$ cat src/rtl/rv32i_decode_stage_if.sv
// Handshake and decoded-bundle signals between fetch, the decode stage and execute.
// The master side drives instructions in and accepts bundles; the slave is the decode stage.
interface rv32i_decode_stage_if;
   logic        in_valid;
   logic        in_ready;
   logic [31:0] in_instr;
   logic [31:0] in_pc;
   logic        flush;
   logic        out_valid;
   logic        out_ready;
   logic [31:0] out_pc;
   logic [3:0]  out_alu_ctrl;
   logic [31:0] out_imm;
   logic [4:0]  out_rs1;
   logic [4:0]  out_rs2;
   logic [4:0]  out_rd;
   logic [1:0]  out_a_sel;
   logic        out_b_sel;
   logic [2:0]  out_funct3;
   logic        out_reg_we;
   logic        out_mem_re;
   logic        out_mem_we;
   logic        out_is_branch;
   logic        out_is_jal;
   logic        out_is_jalr;
   logic        out_illegal;

   modport master (
      output in_valid, in_instr, in_pc, flush, out_ready,
      input  in_ready, out_valid, out_pc, out_alu_ctrl, out_imm, out_rs1, out_rs2, out_rd,
             out_a_sel, out_b_sel, out_funct3, out_reg_we, out_mem_re, out_mem_we,
             out_is_branch, out_is_jal, out_is_jalr, out_illegal
   );

   modport slave (
      input  in_valid, in_instr, in_pc, flush, out_ready,
      output in_ready, out_valid, out_pc, out_alu_ctrl, out_imm, out_rs1, out_rs2, out_rd,
             out_a_sel, out_b_sel, out_funct3, out_reg_we, out_mem_re, out_mem_we,
             out_is_branch, out_is_jal, out_is_jalr, out_illegal
   );
endinterface

$ cat src/rtl/rv32i_decode_stage.sv
// Registered RV32I decode stage: decodes one instruction per cycle into ALU control,
// operand selects and immediate, held in a single-entry output register.
module rv32i_decode_stage #(
   parameter logic [31:0] RESET_PC = 32'h0000_0000
) (
   input logic                   clk,
   input logic                   rst_n,
   rv32i_decode_stage_if.slave   bus
);

   localparam logic [6:0] OPC_OP     = 7'b0110011;
   localparam logic [6:0] OPC_OPIMM  = 7'b0010011;
   localparam logic [6:0] OPC_LUI    = 7'b0110111;
   localparam logic [6:0] OPC_AUIPC  = 7'b0010111;
   localparam logic [6:0] OPC_JAL    = 7'b1101111;
   localparam logic [6:0] OPC_JALR   = 7'b1100111;
   localparam logic [6:0] OPC_BRANCH = 7'b1100011;
   localparam logic [6:0] OPC_LOAD   = 7'b0000011;
   localparam logic [6:0] OPC_STORE  = 7'b0100011;

   localparam logic [3:0] ALU_ADD  = 4'd0;
   localparam logic [3:0] ALU_SUB  = 4'd1;
   localparam logic [3:0] ALU_AND  = 4'd2;
   localparam logic [3:0] ALU_OR   = 4'd3;
   localparam logic [3:0] ALU_XOR  = 4'd4;
   localparam logic [3:0] ALU_SLL  = 4'd5;
   localparam logic [3:0] ALU_SRL  = 4'd6;
   localparam logic [3:0] ALU_SRA  = 4'd7;
   localparam logic [3:0] ALU_SLT  = 4'd8;
   localparam logic [3:0] ALU_SLTU = 4'd9;

   localparam logic [1:0] A_RS1  = 2'd0;
   localparam logic [1:0] A_PC   = 2'd1;
   localparam logic [1:0] A_ZERO = 2'd2;

   typedef struct packed {
      logic [31:0] pc;
      logic [3:0]  alu;
      logic [31:0] imm;
      logic [4:0]  rs1;
      logic [4:0]  rs2;
      logic [4:0]  rd;
      logic [1:0]  a_sel;
      logic        b_sel;
      logic [2:0]  funct3;
      logic        reg_we;
      logic        mem_re;
      logic        mem_we;
      logic        is_branch;
      logic        is_jal;
      logic        is_jalr;
      logic        illegal;
   } bundle_t;

   bundle_t     bundle_d, bundle_q;
   logic        valid_q;
   logic        accept;
   logic        legal_c;
   logic        wb_c;

   logic [31:0] instr;
   logic [6:0]  opcode;
   logic [6:0]  funct7;
   logic [2:0]  funct3;
   logic [31:0] imm_i, imm_s, imm_b, imm_u, imm_j;

   assign instr  = bus.in_instr;
   assign opcode = instr[6:0];
   assign funct3 = instr[14:12];
   assign funct7 = instr[31:25];
   assign imm_i  = {{20{instr[31]}}, instr[31:20]};
   assign imm_s  = {{20{instr[31]}}, instr[31:25], instr[11:7]};
   assign imm_b  = {{19{instr[31]}}, instr[31], instr[7], instr[30:25], instr[11:8], 1'b0};
   assign imm_u  = {instr[31:12], 12'b0};
   assign imm_j  = {{11{instr[31]}}, instr[31], instr[19:12], instr[20], instr[30:21], 1'b0};

   // Shared funct3 map for OP and OP-IMM; alt selects SUB/SRA.
   function automatic logic [3:0] alu_of(input logic [2:0] f3, input logic alt);
      case (f3)
         3'b000:  alu_of = alt ? ALU_SUB : ALU_ADD;
         3'b001:  alu_of = ALU_SLL;
         3'b010:  alu_of = ALU_SLT;
         3'b011:  alu_of = ALU_SLTU;
         3'b100:  alu_of = ALU_XOR;
         3'b101:  alu_of = alt ? ALU_SRA : ALU_SRL;
         3'b110:  alu_of = ALU_OR;
         default: alu_of = ALU_AND;
      endcase
   endfunction

   always_comb begin
      bundle_d        = '0;
      legal_c         = 1'b0;
      wb_c            = 1'b0;
      bundle_d.pc     = bus.in_pc;
      bundle_d.rs1    = instr[19:15];
      bundle_d.rs2    = instr[24:20];
      bundle_d.rd     = instr[11:7];
      bundle_d.funct3 = funct3;
      bundle_d.alu    = ALU_ADD;
      case (opcode)
         OPC_OP: begin
            legal_c      = (funct7 == 7'b0000000) ||
                           (funct7 == 7'b0100000 && (funct3 == 3'b000 || funct3 == 3'b101));
            bundle_d.alu = alu_of(funct3, funct7[5]);
            wb_c         = 1'b1;
         end
         OPC_OPIMM: begin
            case (funct3)
               3'b001:  legal_c = (funct7 == 7'b0000000);
               3'b101:  legal_c = (funct7 == 7'b0000000) || (funct7 == 7'b0100000);
               default: legal_c = 1'b1;
            endcase
            bundle_d.alu   = alu_of(funct3, (funct3 == 3'b101) && funct7[5]);
            bundle_d.b_sel = 1'b1;
            bundle_d.imm   = imm_i;
            wb_c           = 1'b1;
         end
         OPC_LUI: begin
            legal_c        = 1'b1;
            bundle_d.a_sel = A_ZERO;
            bundle_d.b_sel = 1'b1;
            bundle_d.imm   = imm_u;
            wb_c           = 1'b1;
         end
         OPC_AUIPC: begin
            legal_c        = 1'b1;
            bundle_d.a_sel = A_PC;
            bundle_d.b_sel = 1'b1;
            bundle_d.imm   = imm_u;
            wb_c           = 1'b1;
         end
         OPC_JAL: begin
            legal_c         = 1'b1;
            bundle_d.a_sel  = A_PC;
            bundle_d.b_sel  = 1'b1;
            bundle_d.imm    = imm_j;
            bundle_d.is_jal = 1'b1;
            wb_c            = 1'b1;
         end
         OPC_JALR: begin
            legal_c          = (funct3 == 3'b000);
            bundle_d.a_sel   = A_RS1;
            bundle_d.b_sel   = 1'b1;
            bundle_d.imm     = imm_i;
            bundle_d.is_jalr = 1'b1;
            wb_c             = 1'b1;
         end
         OPC_BRANCH: begin
            legal_c            = (funct3 != 3'b010) && (funct3 != 3'b011);
            bundle_d.alu       = ALU_SUB;
            bundle_d.imm       = imm_b;
            bundle_d.is_branch = 1'b1;
         end
         OPC_LOAD: begin
            legal_c         = (funct3 != 3'b011) && (funct3 != 3'b110) && (funct3 != 3'b111);
            bundle_d.b_sel  = 1'b1;
            bundle_d.imm    = imm_i;
            bundle_d.mem_re = 1'b1;
            wb_c            = 1'b1;
         end
         OPC_STORE: begin
            legal_c         = (funct3 == 3'b000) || (funct3 == 3'b001) || (funct3 == 3'b010);
            bundle_d.b_sel  = 1'b1;
            bundle_d.imm    = imm_s;
            bundle_d.mem_we = 1'b1;
         end
         default: legal_c = 1'b0;
      endcase
      // Unsupported encodings still flow through as a harmless ADD with every side effect off.
      if (!legal_c) begin
         bundle_d.alu       = ALU_ADD;
         bundle_d.imm       = '0;
         bundle_d.a_sel     = A_RS1;
         bundle_d.b_sel     = 1'b0;
         bundle_d.mem_re    = 1'b0;
         bundle_d.mem_we    = 1'b0;
         bundle_d.is_branch = 1'b0;
         bundle_d.is_jal    = 1'b0;
         bundle_d.is_jalr   = 1'b0;
         bundle_d.illegal   = 1'b1;
      end
      bundle_d.reg_we = wb_c & legal_c & (bundle_d.rd != 5'd0);
   end

   assign bus.in_ready = rst_n & (~valid_q | bus.out_ready);
   assign accept       = bus.in_valid & bus.in_ready & ~bus.flush;

   always_ff @(posedge clk) begin
      if (!rst_n) begin
         valid_q     <= 1'b0;
         bundle_q    <= '0;
         bundle_q.pc <= RESET_PC;
      end else if (bus.flush) begin
         valid_q <= 1'b0;
      end else if (accept) begin
         valid_q  <= 1'b1;
         bundle_q <= bundle_d;
      end else if (bus.out_ready) begin
         valid_q <= 1'b0;
      end
   end

   assign bus.out_valid     = valid_q;
   assign bus.out_pc        = valid_q ? bundle_q.pc : RESET_PC;
   assign bus.out_alu_ctrl  = bundle_q.alu;
   assign bus.out_imm       = bundle_q.imm;
   assign bus.out_rs1       = bundle_q.rs1;
   assign bus.out_rs2       = bundle_q.rs2;
   assign bus.out_rd        = bundle_q.rd;
   assign bus.out_a_sel     = bundle_q.a_sel;
   assign bus.out_b_sel     = bundle_q.b_sel;
   assign bus.out_funct3    = bundle_q.funct3;
   assign bus.out_reg_we    = bundle_q.reg_we;
   assign bus.out_mem_re    = bundle_q.mem_re;
   assign bus.out_mem_we    = bundle_q.mem_we;
   assign bus.out_is_branch = bundle_q.is_branch;
   assign bus.out_is_jal    = bundle_q.is_jal;
   assign bus.out_is_jalr   = bundle_q.is_jalr;
   assign bus.out_illegal   = bundle_q.illegal;

endmodule

$ cat src/flat_wrapper.sv
// flat-port wrapper written by rule: the top's interface ports become plain ports
module rv32i_decode_stage_flat 
#(
   parameter logic [31:0] RESET_PC = 32'h0000_0000
)
  (clk, rst_n, bus_in_valid, bus_in_instr, bus_in_pc, bus_flush, bus_out_ready, bus_in_ready, bus_out_valid, bus_out_pc, bus_out_alu_ctrl, bus_out_imm, bus_out_rs1, bus_out_rs2, bus_out_rd, bus_out_a_sel, bus_out_b_sel, bus_out_funct3, bus_out_reg_we, bus_out_mem_re, bus_out_mem_we, bus_out_is_branch, bus_out_is_jal, bus_out_is_jalr, bus_out_illegal);
  rv32i_decode_stage_if bus_i ();
  input logic clk;
  input logic rst_n;
  input wire logic [$bits(bus_i.in_valid)-1:0] bus_in_valid;
  input wire logic [$bits(bus_i.in_instr)-1:0] bus_in_instr;
  input wire logic [$bits(bus_i.in_pc)-1:0] bus_in_pc;
  input wire logic [$bits(bus_i.flush)-1:0] bus_flush;
  input wire logic [$bits(bus_i.out_ready)-1:0] bus_out_ready;
  output wire logic [$bits(bus_i.in_ready)-1:0] bus_in_ready;
  output wire logic [$bits(bus_i.out_valid)-1:0] bus_out_valid;
  output wire logic [$bits(bus_i.out_pc)-1:0] bus_out_pc;
  output wire logic [$bits(bus_i.out_alu_ctrl)-1:0] bus_out_alu_ctrl;
  output wire logic [$bits(bus_i.out_imm)-1:0] bus_out_imm;
  output wire logic [$bits(bus_i.out_rs1)-1:0] bus_out_rs1;
  output wire logic [$bits(bus_i.out_rs2)-1:0] bus_out_rs2;
  output wire logic [$bits(bus_i.out_rd)-1:0] bus_out_rd;
  output wire logic [$bits(bus_i.out_a_sel)-1:0] bus_out_a_sel;
  output wire logic [$bits(bus_i.out_b_sel)-1:0] bus_out_b_sel;
  output wire logic [$bits(bus_i.out_funct3)-1:0] bus_out_funct3;
  output wire logic [$bits(bus_i.out_reg_we)-1:0] bus_out_reg_we;
  output wire logic [$bits(bus_i.out_mem_re)-1:0] bus_out_mem_re;
  output wire logic [$bits(bus_i.out_mem_we)-1:0] bus_out_mem_we;
  output wire logic [$bits(bus_i.out_is_branch)-1:0] bus_out_is_branch;
  output wire logic [$bits(bus_i.out_is_jal)-1:0] bus_out_is_jal;
  output wire logic [$bits(bus_i.out_is_jalr)-1:0] bus_out_is_jalr;
  output wire logic [$bits(bus_i.out_illegal)-1:0] bus_out_illegal;
  assign bus_i.in_valid = bus_in_valid;
  assign bus_i.in_instr = bus_in_instr;
  assign bus_i.in_pc = bus_in_pc;
  assign bus_i.flush = bus_flush;
  assign bus_i.out_ready = bus_out_ready;
  assign bus_in_ready = bus_i.in_ready;
  assign bus_out_valid = bus_i.out_valid;
  assign bus_out_pc = bus_i.out_pc;
  assign bus_out_alu_ctrl = bus_i.out_alu_ctrl;
  assign bus_out_imm = bus_i.out_imm;
  assign bus_out_rs1 = bus_i.out_rs1;
  assign bus_out_rs2 = bus_i.out_rs2;
  assign bus_out_rd = bus_i.out_rd;
  assign bus_out_a_sel = bus_i.out_a_sel;
  assign bus_out_b_sel = bus_i.out_b_sel;
  assign bus_out_funct3 = bus_i.out_funct3;
  assign bus_out_reg_we = bus_i.out_reg_we;
  assign bus_out_mem_re = bus_i.out_mem_re;
  assign bus_out_mem_we = bus_i.out_mem_we;
  assign bus_out_is_branch = bus_i.out_is_branch;
  assign bus_out_is_jal = bus_i.out_is_jal;
  assign bus_out_is_jalr = bus_i.out_is_jalr;
  assign bus_out_illegal = bus_i.out_illegal;
  rv32i_decode_stage #(.RESET_PC(RESET_PC)) u_core (.clk(clk), .rst_n(rst_n), .bus(bus_i));
endmodule
$ cat config.mk
export PLATFORM = sky130hd
export DESIGN_NAME = rv32i_decode_stage_flat
export DESIGN_NICKNAME = d
export VERILOG_FILES = /design/src/rtl/rv32i_decode_stage_if.sv /design/src/rtl/rv32i_decode_stage.sv /design/src/flat_wrapper.sv
export SDC_FILE = /design/constraint.sdc
export NUM_CORES = 1
export LEC_CHECK = 0
export CAP_MARGIN = 20
export CORE_MARGIN = 4
export CORE_UTILIZATION = 32
export DETAILED_ROUTE_END_ITERATION = 8
export PLACE_DENSITY = 0.72
export RECOVER_POWER = 100
export SLEW_MARGIN = 20
export SYNTH_ARGS = -nofsm -noshare
export SYNTH_HDL_FRONTEND = slang
export SYNTH_SLANG_ARGS = --single-unit
export TNS_END_PERCENT = 1
$ cat constraint.sdc
create_clock -name clk -period 2.5 [get_ports clk]
set_input_delay 0.5 -clock clk [delete_from_list [all_inputs] [get_ports clk]]
set_output_delay 0.5 -clock clk [all_outputs]
set_load 0.02 [all_outputs]
==> insert_results.sql, run 1 <==
INSERT INTO impl_metrics (metric_group, metric, value, unit) VALUES
('sta', 'finalWorstPathRequiredPeriod', '2.387', 'ns'),
('route', 'iter_0_drt_violations', '188', ''),
('power_and_ir_drop', 'finalPower', '3.513', 'mW'),
('critical_path', 'kind_of_capture_point_of_the_worst_setup_path', 'primary output', ''),
('route', 'totalWireLength', '13.76', 'mm'),
('placed_design', 'replace_congestion', '0.9166', ''),
('clocking', 'clk_root_buffer_cell', 'clkbuf_16', ''),
('finish', 'area_growth', '42.15', '%'),
('grt', 'antenna_violations_before_repair', '0', ''),
('power_and_ir_drop', 'vdd.ir_drop.worst', '0.2771', 'mV'),
('finish', 'antenna_cells_inserted', '0', ''),
('critical_path', 'reg2reg_slack', '0.53', 'ns'),
('sta', 'fmaxAchievable', '0.4189', 'GHz'),
('sta', 'slew_violations', '0', ''),
('placed_design', 'placed_area', '0.006588', 'sq mm'),
('die', 'fp-row-count', '44', ''),
('sta', 'hold_viol_final', '0', ''),
('clocking', 'clock_path_buffers', '2', ''),
('logic_synthesis', 'dominant_synthesized_flop_cell', 'dfxtp_1', ''),
('power_and_ir_drop', 'switchingPower', '801.3', 'uW'),
('logic_synthesis', 'post_synthesis_async_set_or_reset_flop_share', '0', '%'),
('logic_synthesis', 'synth_cell_types', '47', ''),
('sta', 'slew-limit-headroom', '42.09', '%'),
('die', 'fp.coreArea', '0.01459', 'sq mm'),
('die', 'die_width', '130.5', 'um'),
('logic_synthesis', 'netlist_area', '0.004800', 'sq mm'),
('power_and_ir_drop', 'switching_share', '22.81', '%'),
('grt', 'met2_track_demand_over_resource_in_global_routing', '26.16', '%'),
('logic_synthesis', 'number_of_warnings_issued_by_yosys', '0', ''),
('grt', 'grt_util_met3', '4.187', '%'),
('logic_synthesis', 'synth_area_per_cell', '8.135', 'sq um'),
('placed_design', 'place_hpwl', '10.46', 'mm'),
('worst_hold_path', 'hold_class', 'reg -> reg', ''),
('finish', 'final_nets', '800', ''),
('logic_synthesis', 'seq_total_area_yosys', '40.46', '%'),
('run_status', 'result_of_the_run', 'complete, no violations', ''),
('route', 'post-route-drc-count', '0', ''),
('clocking', 'clock_tree_from_tritoncts', 'done', ''),
('clocking', 'numClockSinks', '97', ''),
('grt', 'top_usage_layer', 'met2', ''),
('sta', 'report.final.setup_viol', '0', ''),
('clocking', 'cts_htree_levels', '3', ''),
('critical_path', 'timing.setup.critical_path_class', 'in -> out', ''),
('finish', 'fin_util', '46.77', '%'),
('sta', 'fin_skew', '0.002596', 'ns'),
('grt', 'grtUsageMet1', '20.55', '%'),
('route', 'route.vias.total', '4274', ''),
('critical_path', 'crit_required', '2.00', 'ns'),
('finish', 'n_fill_cell', '1426', ''),
('die', 'fp.dieArea', '0.01702', 'sq mm'),
('power_and_ir_drop', 'power.clock.fraction', '43.1', '%'),
('logic_synthesis', 'synth-seq-cells', '97', ''),
('die', 'initial_core_util', '32.90', '%'),
('finish', 'stdcell_area', '0.006823', 'sq mm'),
('sta', 'setup_tns', '0', 'ns'),
('power_and_ir_drop', 'p_comb_share', '11.6', '%'),
('power_and_ir_drop', 'power_frac_seq', '45.2', '%'),
('critical_path', 'worst_ep_arrival_time', '1.89', 'ns'),
('logic_synthesis', 'synthesis.nets', '659', ''),
('critical_path', 'crit_path_max_fanout', '4', ''),
('sta', 'finalCritPeriodShare', '95.48', '%'),
('clocking', 'clkSlewWorstSetupHoldPaths', '0.06', 'ns'),
('sta', 'worst_slew_pin_slew', '0.8686', 'ns'),
('route', 'avgViaCountPerCell', '4.646', ''),
('critical_path', 'critical_path.startpoint_type', 'input pin', ''),
('placed_design', 'port-buffer-count', '166', ''),
('power_and_ir_drop', 'internal_power', '2.712', 'mW'),
('route', 'detail_route.first_pass.iterations', '4', ''),
('flow_run', 'drv_cap', '0', ''),
('logic_synthesis', 'netlist_instances', '590', ''),
('clocking', 'cts_post_setup_buffers_inserted', '0', '');
## power by group through the flow
stage / Clock (mW) / Sequential, mW / Combinational, mW
after floorplan: 0 / 1.62 / 0.182
after global placement: 0 / 1.62 / 0.422
after detailed placement: 0 / 1.62 / 0.421
after CTS: 1.56 / 1.59 / 0.423
after global routing: 1.61 / 1.59 / 0.444
final: 1.52 / 1.59 / 0.409
## path summary, 6_finish.rpt
kind                          startpoint  cells past startpoint                     end
setup reg to reg    u_core.bus.out_valid                      5   u_core.bus.out_imm[8]
setup / recovery           bus_out_ready                      4            bus_in_ready
hold reg to reg   u_core.bus.out_imm[12]                      2  u_core.bus.out_imm[12]
hold / removal    u_core.bus.out_imm[12]                      2  u_core.bus.out_imm[12]
## final cells by class
| cell class | count | area (sq um) | area share, % |
|---|---|---|---|
| flip-flops and latches | 97 | 1942 | 28.46 |
| clock inverters | 5 | 77.57 | 1.137 |
| multi-input cells | 395 | 2193 | 32.15 |
| clock buffers | 11 | 252.7 | 3.704 |
| inverters | 3 | 11.26 | 0.1650 |
| well taps | 184 | 230.2 | 3.374 |
| repair buffers | 225 | 2116 | 31.01 |
## timing repair
item	4_1_cts	5_1_grt
setup endpoints to repair	0	22
gates resized for setup	0	1
hold buffers	0	0
## metal layers
metal	vias up	share of wire (%)	wire, um
li1	2213	-	-
met1	1930	44	6001
met2	118	48	6599
met3	13	7.0	960
met4	0	1.4	198
met5	-	0	0
## cell usage after synthesis, drive strengths merged (4+ instances only)
cell type  instances  area (sq um)
nor2              11         41.29
a21boi            52         390.4
nor3               6         46.30
clkbuf            29         108.9
a22oi              4         30.03
nand2            158         593.1
nand3             14         70.07
o31ai             13         111.4
and2              35         219.0
buf               66         489.2
o21ai             37         297.8
dfxtp             97          1942
a21oi             31         155.2
## worst max-delay path: stages
cell	delay, ns
clkdlybuf4s50_1	0.45
nand2b_1	0.18
and2_0	0.16
clkdlybuf4s50_1	0.60
## logic make-up after synthesis
group	count (synthesis)	synth area share, %
simple gates	246	23.80
compound gates	149	23.05
buf+inv	98	12.70
flops	97	40.46
## sequential cells by signal (all words and copies together) (netlist names)
signal	cells
u_core.bus.out_reg_we	1
u_core.bus.out_imm	32
u_core.bus.out_valid	1
u_core.bus.out_is_branch	1
u_core.bus.out_b_sel	1
u_core.bus.out_rs2	5
u_core.bus.out_a_sel	2
u_core.bus.out_alu_ctrl	4
u_core.bus.out_is_jalr	1
u_core.bus.out_is_jal	1
u_core.bus.out_rd	5
u_core.bus.out_illegal	1
u_core.bus.out_mem_re	1
u_core.bundle_q	32
u_core.bus.out_rs1	5
u_core.bus.out_funct3	3
u_core.bus.out_mem_we	1
## cell usage in the layout, fill, tap and decap left out, types with 2 or more instances in the layout
master | synthesis | routed
o31ai_1 | 12 | 12
o211ai_1 | 2 | 2
clkbuf_1 | 29 | 3
a21oi_1 | 31 | 31
nand3_1 | 14 | 13
nand2_1 | 158 | 158
clkbuf_2 | 0 | 2
clkinv_2 | 0 | 2
a22oi_1 | 4 | 4
and2_0 | 0 | 14
clkbuf_16 | 0 | 9
clkdlybuf4s50_1 | 0 | 90
o21ai_1 | 0 | 7
inv_1 | 3 | 3
nand2b_1 | 2 | 2
buf_12 | 0 | 2
or4_1 | 2 | 2
clkbuf_8 | 0 | 2
nor3_1 | 4 | 4
dfxtp_1 | 97 | 97
a21boi_0 | 52 | 52
bufinv_16 | 0 | 2
nand3b_1 | 3 | 3
and2_1 | 35 | 21
or3_1 | 2 | 2
o21ai_2 | 30 | 16
o21ai_0 | 7 | 14
nor2_1 | 11 | 11
buf_6 | 3 | 2
dlygate4sd3_1 | 0 | 75
buf_4 | 56 | 49
## stage by stage
step	worst slack, ns	hold slack, ns	std cells
floorplan	0.5417	0.4263	590
global placement	-0.07197	0.4364	904
detailed placement	-0.1272	0.4411	904
CTS	0.04039	0.4569	920
global route	0.01521	0.4714	920
finish	0.1131	0.4476	920
Power figures use the tool's default switching activity.
==> run 2: changes to the inputs <==
--- a/config.mk
+++ b/config.mk
@@ -6,11 +6,12 @@
 export NUM_CORES = 1
 export LEC_CHECK = 0
 export CAP_MARGIN = 20
+export CORE_ASPECT_RATIO = 1.25
 export CORE_MARGIN = 4
 export CORE_UTILIZATION = 32
 export DETAILED_ROUTE_END_ITERATION = 8
 export PLACE_DENSITY = 0.72
-export RECOVER_POWER = 100
+export RECOVER_POWER = 25
 export SLEW_MARGIN = 20
 export SYNTH_ARGS = -nofsm -noshare
 export SYNTH_HDL_FRONTEND = slang
==> insert_results.sql, run 2 (synthesis results as in run 1) <==
INSERT INTO impl_metrics (metric_group, metric, value, unit) VALUES
('run_status', 'result_of_the_run', 'complete, no violations', ''),
('route', 'iter_0_drt_violations', '206', ''),
('finish', 'mostFrequentLayoutCells', 'nand2_1, clkdlybuf4s50_1, dfxtp_1', ''),
('power_and_ir_drop', 'finalPower', '3.397', 'mW'),
('power_and_ir_drop', 'switchingPower', '807.7', 'uW'),
('clocking', 'resized_after_cts', '0', ''),
('placed_design', 'port-buffer-count', '166', ''),
('die', 'fp.dieArea', '0.01703', 'sq mm'),
('critical_path', 'critical_path.startpoint_type', 'input pin', ''),
('critical_path', 'crit_required', '2.00', 'ns'),
('grt', 'antenna_violations_before_repair', '0', ''),
('die', 'die_y', '144.9', 'um'),
('route', 'avgViaCountPerCell', '4.743', ''),
('critical_path', 'kind_of_capture_point_of_the_worst_setup_path', 'primary output', ''),
('sta', 'report.final.setup_viol', '0', ''),
('finish', 'n_fill_cell', '1407', ''),
('grt', 'grt_pass1_vias', '4401', ''),
('die', 'fp-row-count', '49', ''),
('power_and_ir_drop', 'switching_share', '23.78', '%'),
('grt', 'overflow', '0', ''),
('critical_path', 'path_cells', 'clkdlybuf4s50_1 -> nand2b_1 -> and2_1 -> clkdlybuf4s50_1', ''),
('finish', 'final-seq-area', '0.001942', 'sq mm'),
('clocking', 'cts_htree_levels', '3', ''),
('critical_path', 'reg2reg_slack', '0.50', 'ns'),
('sta', 'hold_viol_final', '0', ''),
('critical_path', 'worst_ep_arrival_time', '1.83', 'ns'),
('route', 'route.detailed.wl_per_inst', '15.70', 'um'),
('grt', 'global_route_wire_length_before_repair', '22.90', 'mm'),
('finish', 'post_route_cells_drive_above_1_share', '15.36', '%'),
('grt', 'largest_net_degree_at_the_start_of_global_routing', '46', ''),
('clocking', 'clk_root_buffer_cell', 'clkbuf_16', ''),
('worst_hold_path', 'hold_class', 'reg -> reg', ''),
('critical_path', 'crit_path_max_fanout', '2', ''),
('sta', 'slew-limit-headroom', '50.69', '%'),
('critical_path', 'timing.setup.critical_path_class', 'in -> out', ''),
('route', 'detail_route.first_pass.iterations', '4', ''),
('die', 'fp.coreArea', '0.01453', 'sq mm'),
('sta', 'fmaxAchievable', '0.4298', 'GHz'),
('critical_path', 'cell_repeated_most_along_the_worst_path', 'clkdlybuf4s50_1', ''),
('clocking', 'cts_post_setup_buffers_inserted', '0', ''),
('finish', 'antenna_cells_inserted', '0', ''),
('power_and_ir_drop', 'vdd.ir_drop.worst', '0.3894', 'mV'),
('sta', 'setup_repair_after_global_routing_missed_its_margin', 'false', ''),
('finish', 'final_nets', '793', ''),
('flow_run', 'drv_cap', '0', ''),
('sta', 'slew_violations', '0', ''),
('sta', 'fin_skew', '0.004097', 'ns'),
('route', 'post-route-drc-count', '0', ''),
('finish', 'most_common_cell_after_layout_fill_and_taps_aside', 'nand2_1', ''),
('power_and_ir_drop', 'power.density_cell_area', '499.6', 'mW/mm^2'),
('power_and_ir_drop', 'power_frac_seq', '46.7', '%'),
('power_and_ir_drop', 'p_comb_share', '12.2', '%'),
('route', 'ant_nets', '0', ''),
('sta', 'setup_tns', '0', 'ns'),
('power_and_ir_drop', 'power_leakage', '2.565', 'nW'),
('clocking', 'clkSlewWorstSetupHoldPaths', '0.07', 'ns'),
('finish', 'area_growth', '41.66', '%'),
('die', 'die_width', '117.5', 'um'),
('clocking', 'cts_inserted_buffers', '9', ''),
('critical_path', 'timing.critical_path.slowest_cell_delay', '0.59', 'ns'),
('sta', 'finalCritPeriodShare', '93.06', '%'),
('critical_path', 'crit_path_top_delay_cell', 'clkdlybuf4s50_1', ''),
('power_and_ir_drop', 'internal_power', '2.589', 'mW'),
('clocking', 'clock_tree_from_tritoncts', 'done', ''),
('clocking', 'clock_path_buffers', '2', ''),
('sta', 'worst_slew_pin_slew', '0.7370', 'ns'),
('clocking', 'clk_latency', '0.33', 'ns'),
('placed_design', 'place_hpwl', '10.72', 'mm'),
('die', 'io_pins', '167', ''),
('clocking', 'postCtsHoldBufs', '0', ''),
('clocking', 'numClockSinks', '97', ''),
('grt', 'global_route.usage.total', '16.48', '%'),
('finish', 'fin_util', '46.79', '%'),
('route', 'route.vias.total', '4302', ''),
('placed_design', 'replace_congestion', '0.9108', ''),
('route', 'totalWireLength', '14.24', 'mm'),
('power_and_ir_drop', 'power.clock.fraction', '41.1', '%'),
('die', 'initial_core_util', '33.03', '%'),
('finish', 'multi_input_area', '0.002255', 'sq mm'),
('sta', 'finalWorstPathRequiredPeriod', '2.327', 'ns');
run 2: changes by cell type in the layout (fill, tap and decap cells not counted), sizes merged:
cell           before  now
clkdlybuf4s50      90  119
dlygate4sd3        75   46
clkbuf             17   13
buf                54   52
clkinv              2    0
clkinvlp            1    3
bufinv              2    1
run 2: routing by layer:
layer / up-vias / GRT usage [%] / wire (um)
met4: 0 / 8.094 / 551
met1: 1954 / 19.20 / 5859
met2: 129 / 27.95 / 6931
met5: - / 0 / 0
met3: 34 / 4.515 / 900
li1: 2185 / - / -
run 2: final cells by class:
type	count	area share (%)
Clock buffer	12	3.625
Clock inverter	4	0.7729
Inverter	3	0.1656
Multi-Input combinational cell	395	33.16
Sequential cell	97	28.56
Tap cell	178	3.276
Timing Repair Buffer	218	30.44
run 2: critical path: cells and delay by family:
kind / cells / cell delay, ns
and+or+nand+nor: 2 / 0.29
buffers and inverters: 2 / 1.04
run 2: worst paths after layout:
check,startpoint,depth (start not counted),endpoint
worst max-delay path,bus_out_ready,4,bus_in_ready
worst max register to register,u_core.bus.out_valid,7,u_core.bus.out_a_sel[0]
worst min register to register,u_core.bus.out_imm[19],2,u_core.bus.out_imm[19]
worst min-delay path,u_core.bus.out_imm[19],2,u_core.bus.out_imm[19]
run 2: power by group through the flow:
stage / Sequential (mW) / Combinational, mW / Clock [mW]
after detailed placement: 1.62 / 0.419 / 0
after floorplan: 1.62 / 0.182 / 0
after global routing: 1.59 / 0.451 / 1.49
after CTS: 1.59 / 0.421 / 1.44
final: 1.59 / 0.413 / 1.40
after global placement: 1.62 / 0.418 / 0
run 2: stage by stage:
| stage | setup slack [ns] | cells | hold WS, ns | cell area, sq um |
|---|---|---|---|---|
| final | 0.1734 | 907 | 0.4478 | 6799 |
| after floorplan | 0.5417 | 590 | 0.4263 | 4800 |
| after global placement | -0.05384 | 891 | 0.4362 | 6502 |
| after global routing | 0.1057 | 907 | 0.4650 | 6799 |
| after detailed placement | -0.09949 | 891 | 0.4403 | 6502 |
| after CTS | 0.1821 | 907 | 0.4568 | 6802 |
==> run 3: changes to the inputs <==
--- a/config.mk
+++ b/config.mk
@@ -10,6 +10,7 @@
 export CORE_MARGIN = 4
 export CORE_UTILIZATION = 32
 export DETAILED_ROUTE_END_ITERATION = 8
+export GPL_TIMING_DRIVEN = 0
 export PLACE_DENSITY = 0.72
 export RECOVER_POWER = 25
 export SLEW_MARGIN = 20
==> constraint.sdc (replaced) <==
create_clock -name clk -period 2.7 [get_ports clk]
set_input_delay 0.54 -clock clk [delete_from_list [all_inputs] [get_ports clk]]
set_output_delay 0.54 -clock clk [all_outputs]
set_load 0.02 [all_outputs]
==> insert_results.sql, run 3 (synthesis results as in run 1) <==
INSERT INTO impl_metrics (metric_group, metric, value, unit) VALUES
('placed_design', 'place_hpwl', '11.35', 'mm'),
('placed_design', 'dp_cells', '932', ''),
('power_and_ir_drop', 'power.clock.fraction', '42.9', '%'),
('finish', 'final_nets', '834', ''),
('grt', 'grt_pass1_vias', '4406', ''),
('route', 'route.detailed.wl_per_inst', '15.75', 'um'),
('clocking', 'postCtsHoldBufs', '0', ''),
('clocking', 'clock_tree_from_tritoncts', 'done', ''),
('finish', 'stdcell_area', '0.006980', 'sq mm'),
('placed_design', 'placed_area', '0.006669', 'sq mm'),
('clocking', 'numClockSinks', '97', ''),
('flow_run', 'drv_cap', '0', ''),
('sta', 'finalWorstPathRequiredPeriod', '2.523', 'ns'),
('critical_path', 'crit_path_max_fanout', '10', ''),
('sta', 'finalCritPeriodShare', '93.44', '%'),
('route', 'ant_nets', '0', ''),
('clocking', 'cts_inserted_buffers', '9', ''),
('critical_path', 'reg2reg_slack', '0.42', 'ns'),
('clocking', 'resized_after_cts', '0', ''),
('clocking', 'cts_post_setup_buffers_inserted', '0', ''),
('critical_path', 'timing.setup.critical_path_class', 'in -> out', ''),
('finish', 'most_common_cell_after_layout_fill_and_taps_aside', 'nand2_1', ''),
('power_and_ir_drop', 'p_comb_share', '11.4', '%'),
('finish', 'layout.cells.non_filler', '947', ''),
('clocking', 'cts_htree_levels', '3', ''),
('sta', 'fin_skew', '0.007141', 'ns'),
('worst_hold_path', 'hold-path-cell-count', '2', ''),
('route', 'totalWireLength', '14.92', 'mm'),
('finish', 'mostFrequentLayoutCells', 'nand2_1, clkdlybuf4s50_1, dfxtp_1', ''),
('die', 'fp-row-count', '49', ''),
('sta', 'layout_setup_ws', '0.1772', 'ns'),
('route', 'post-route-drc-count', '0', ''),
('sta', 'setup_repair_after_global_routing_missed_its_margin', 'false', ''),
('power_and_ir_drop', 'switching_share', '23.34', '%'),
('route', 'route.vias.total', '4508', ''),
('power_and_ir_drop', 'finalPower', '3.218', 'mW'),
('route', 'avgViaCountPerCell', '4.760', ''),
('placed_design', 'preCtsSetupSlack', '-0.08163', 'ns'),
('power_and_ir_drop', 'power_leakage', '2.704', 'nW'),
('worst_hold_path', 'holdCritStartpoint', 'u_core.bus.out_mem_we', ''),
('die', 'die_width', '117.5', 'um'),
('critical_path', 'r2r_end', 'u_core.bus.out_imm[20]', ''),
('critical_path', 'worst_ep_arrival_time', '1.98', 'ns'),
('clocking', 'clk_latency', '0.34', 'ns'),
('power_and_ir_drop', 'power.density_cell_area', '461.0', 'mW/mm^2'),
('sta', 'fmaxAchievable', '0.3964', 'GHz'),
('grt', 'global_route_wire_length_before_repair', '23.63', 'mm'),
('grt', 'overflow', '0', ''),
('die', 'initial_core_util', '33.03', '%'),
('critical_path', 'crit_required', '2.16', 'ns'),
('die', 'fp.dieArea', '0.01703', 'sq mm'),
('sta', 'worst_slew_pin_slew', '0.7969', 'ns'),
('critical_path', 'kind_of_capture_point_of_the_worst_setup_path', 'primary output', ''),
('grt', 'global_route.usage.total', '17.21', '%'),
('sta', 'slew_violations', '0', ''),
('critical_path', 'critical_path.startpoint_type', 'input pin', ''),
('run_status', 'result_of_the_run', 'complete, no violations', ''),
('sta', 'hold_viol_final', '0', ''),
('placed_design', 'port-buffer-count', '164', ''),
('finish', 'post_route_cells_drive_above_1_share', '15.99', '%'),
('sta', 'slew-limit-headroom', '46.67', '%'),
('die', 'fp.coreArea', '0.01453', 'sq mm'),
('route', 'detail_route.first_pass.iterations', '4', ''),
('sta', 'report.final.setup_viol', '0', ''),
('grt', 'largest_net_degree_at_the_start_of_global_routing', '15', ''),
('placed_design', 'replace_congestion', '0.8917', ''),
('power_and_ir_drop', 'vdd.ir_drop.worst', '0.3400', 'mV'),
('route', 'iter_0_drt_violations', '202', ''),
('die', 'die_y', '144.9', 'um'),
('power_and_ir_drop', 'power_frac_seq', '45.7', '%'),
('clocking', 'clkSlewWorstSetupHoldPaths', '0.07', 'ns'),
('worst_hold_path', 'worstHoldEndpoint', 'u_core.bus.out_mem_we', ''),
('critical_path', 'ff2ff_path_depth', '7', ''),
('worst_hold_path', 'hold_class', 'reg -> reg', ''),
('die', 'io_pins', '167', ''),
('finish', 'antenna_cells_inserted', '0', ''),
('finish', 'area_growth', '45.44', '%'),
('grt', 'antenna_violations_before_repair', '0', ''),
('clocking', 'clock_path_buffers', '2', ''),
('power_and_ir_drop', 'internal_power', '2.467', 'mW'),
('clocking', 'clk_root_buffer_cell', 'clkbuf_16', ''),
('critical_path', 'crit-reg2reg-launch', 'u_core.bus.out_valid', ''),
('power_and_ir_drop', 'switchingPower', '751.1', 'uW');
==> run 3: cell count changes in the layout (fill, tap and decap cells not counted), sizes merged, moves of 2 or more <==
cell	change
buf	+14
clkdlybuf4s50	-3
clkbuf	+28
dlygate4sd3	+2
clkinvlp	-3
==> run 3: metrics by stage <==
step	hold slack (ns)	setup TNS (ns)	util, %
2_1_floorplan	0.4263	0	-
3_3_place_gp	0.4395	-2.850	45.86
3_5_place_dp	0.4420	-1.894	45.90
4_1_cts	0.4579	0	48.04
5_1_grt	0.4712	0	48.04
6_report	0.4515	0	48.04
==> run 3: metal layers <==
metal / vias up / routed length, um / track usage (%)
met5: - / 0 / 0
li1: 2269 / - / -
met4: 0 / 347 / 6.100
met2: 130 / 7432 / 29.89
met1: 2088 / 6418 / 21.09
met3: 21 / 717 / 3.659
==> run 3: worst max-delay path by stage <==
| stage | start | endpoint | slack, ns | cells after the start |
|---|---|---|---|---|
| 6_report | rst_n | bus_in_ready | 0.18 | 4 |
| 3_5_place_dp | bus_out_ready | u_core.bus.out_imm[25] | -0.08 | 8 |
| 4_1_cts | u_core.bus.out_valid | bus_out_pc[14] | 0.13 | 3 |
| 3_3_place_gp | bus_in_instr[6] | u_core.bus.out_imm[31] | -0.21 | 7 |
| 2_1_floorplan | bus_in_instr[14] | u_core.bus.out_imm[1] | 0.70 | 7 |
| 5_1_grt | u_core.bus.out_valid | bus_out_pc[0] | 0.06 | 3 |
==> run 3: critical path, cell delays in order <==
cell	delay (ns)
buf_2	0.20
clkbuf_1	0.40
and2_1	0.20
clkdlybuf4s50_1	0.64
==> run 3: cell type report <==
class                      instances  area [sq um]
buffer                            95         598.1
inverter                           3         11.26
multi-input combinational        395          2253
clock inverter                     3         65.06
clock buffer                      12         246.5
timing repair buffer             164          1642
sequential                        97          1942
fill                            1420          7550
tap                              178         222.7
==> run 3: power groups by stage <==
stage          logic, mW  registers (mW)  clock network [mW]
6_report           0.366            1.47                1.38
3_3_place_gp       0.367            1.50                   0
2_1_floorplan      0.169            1.50                   0
4_1_cts            0.371            1.47                1.41
5_1_grt            0.398            1.47                1.46
3_5_place_dp       0.369            1.50                   0
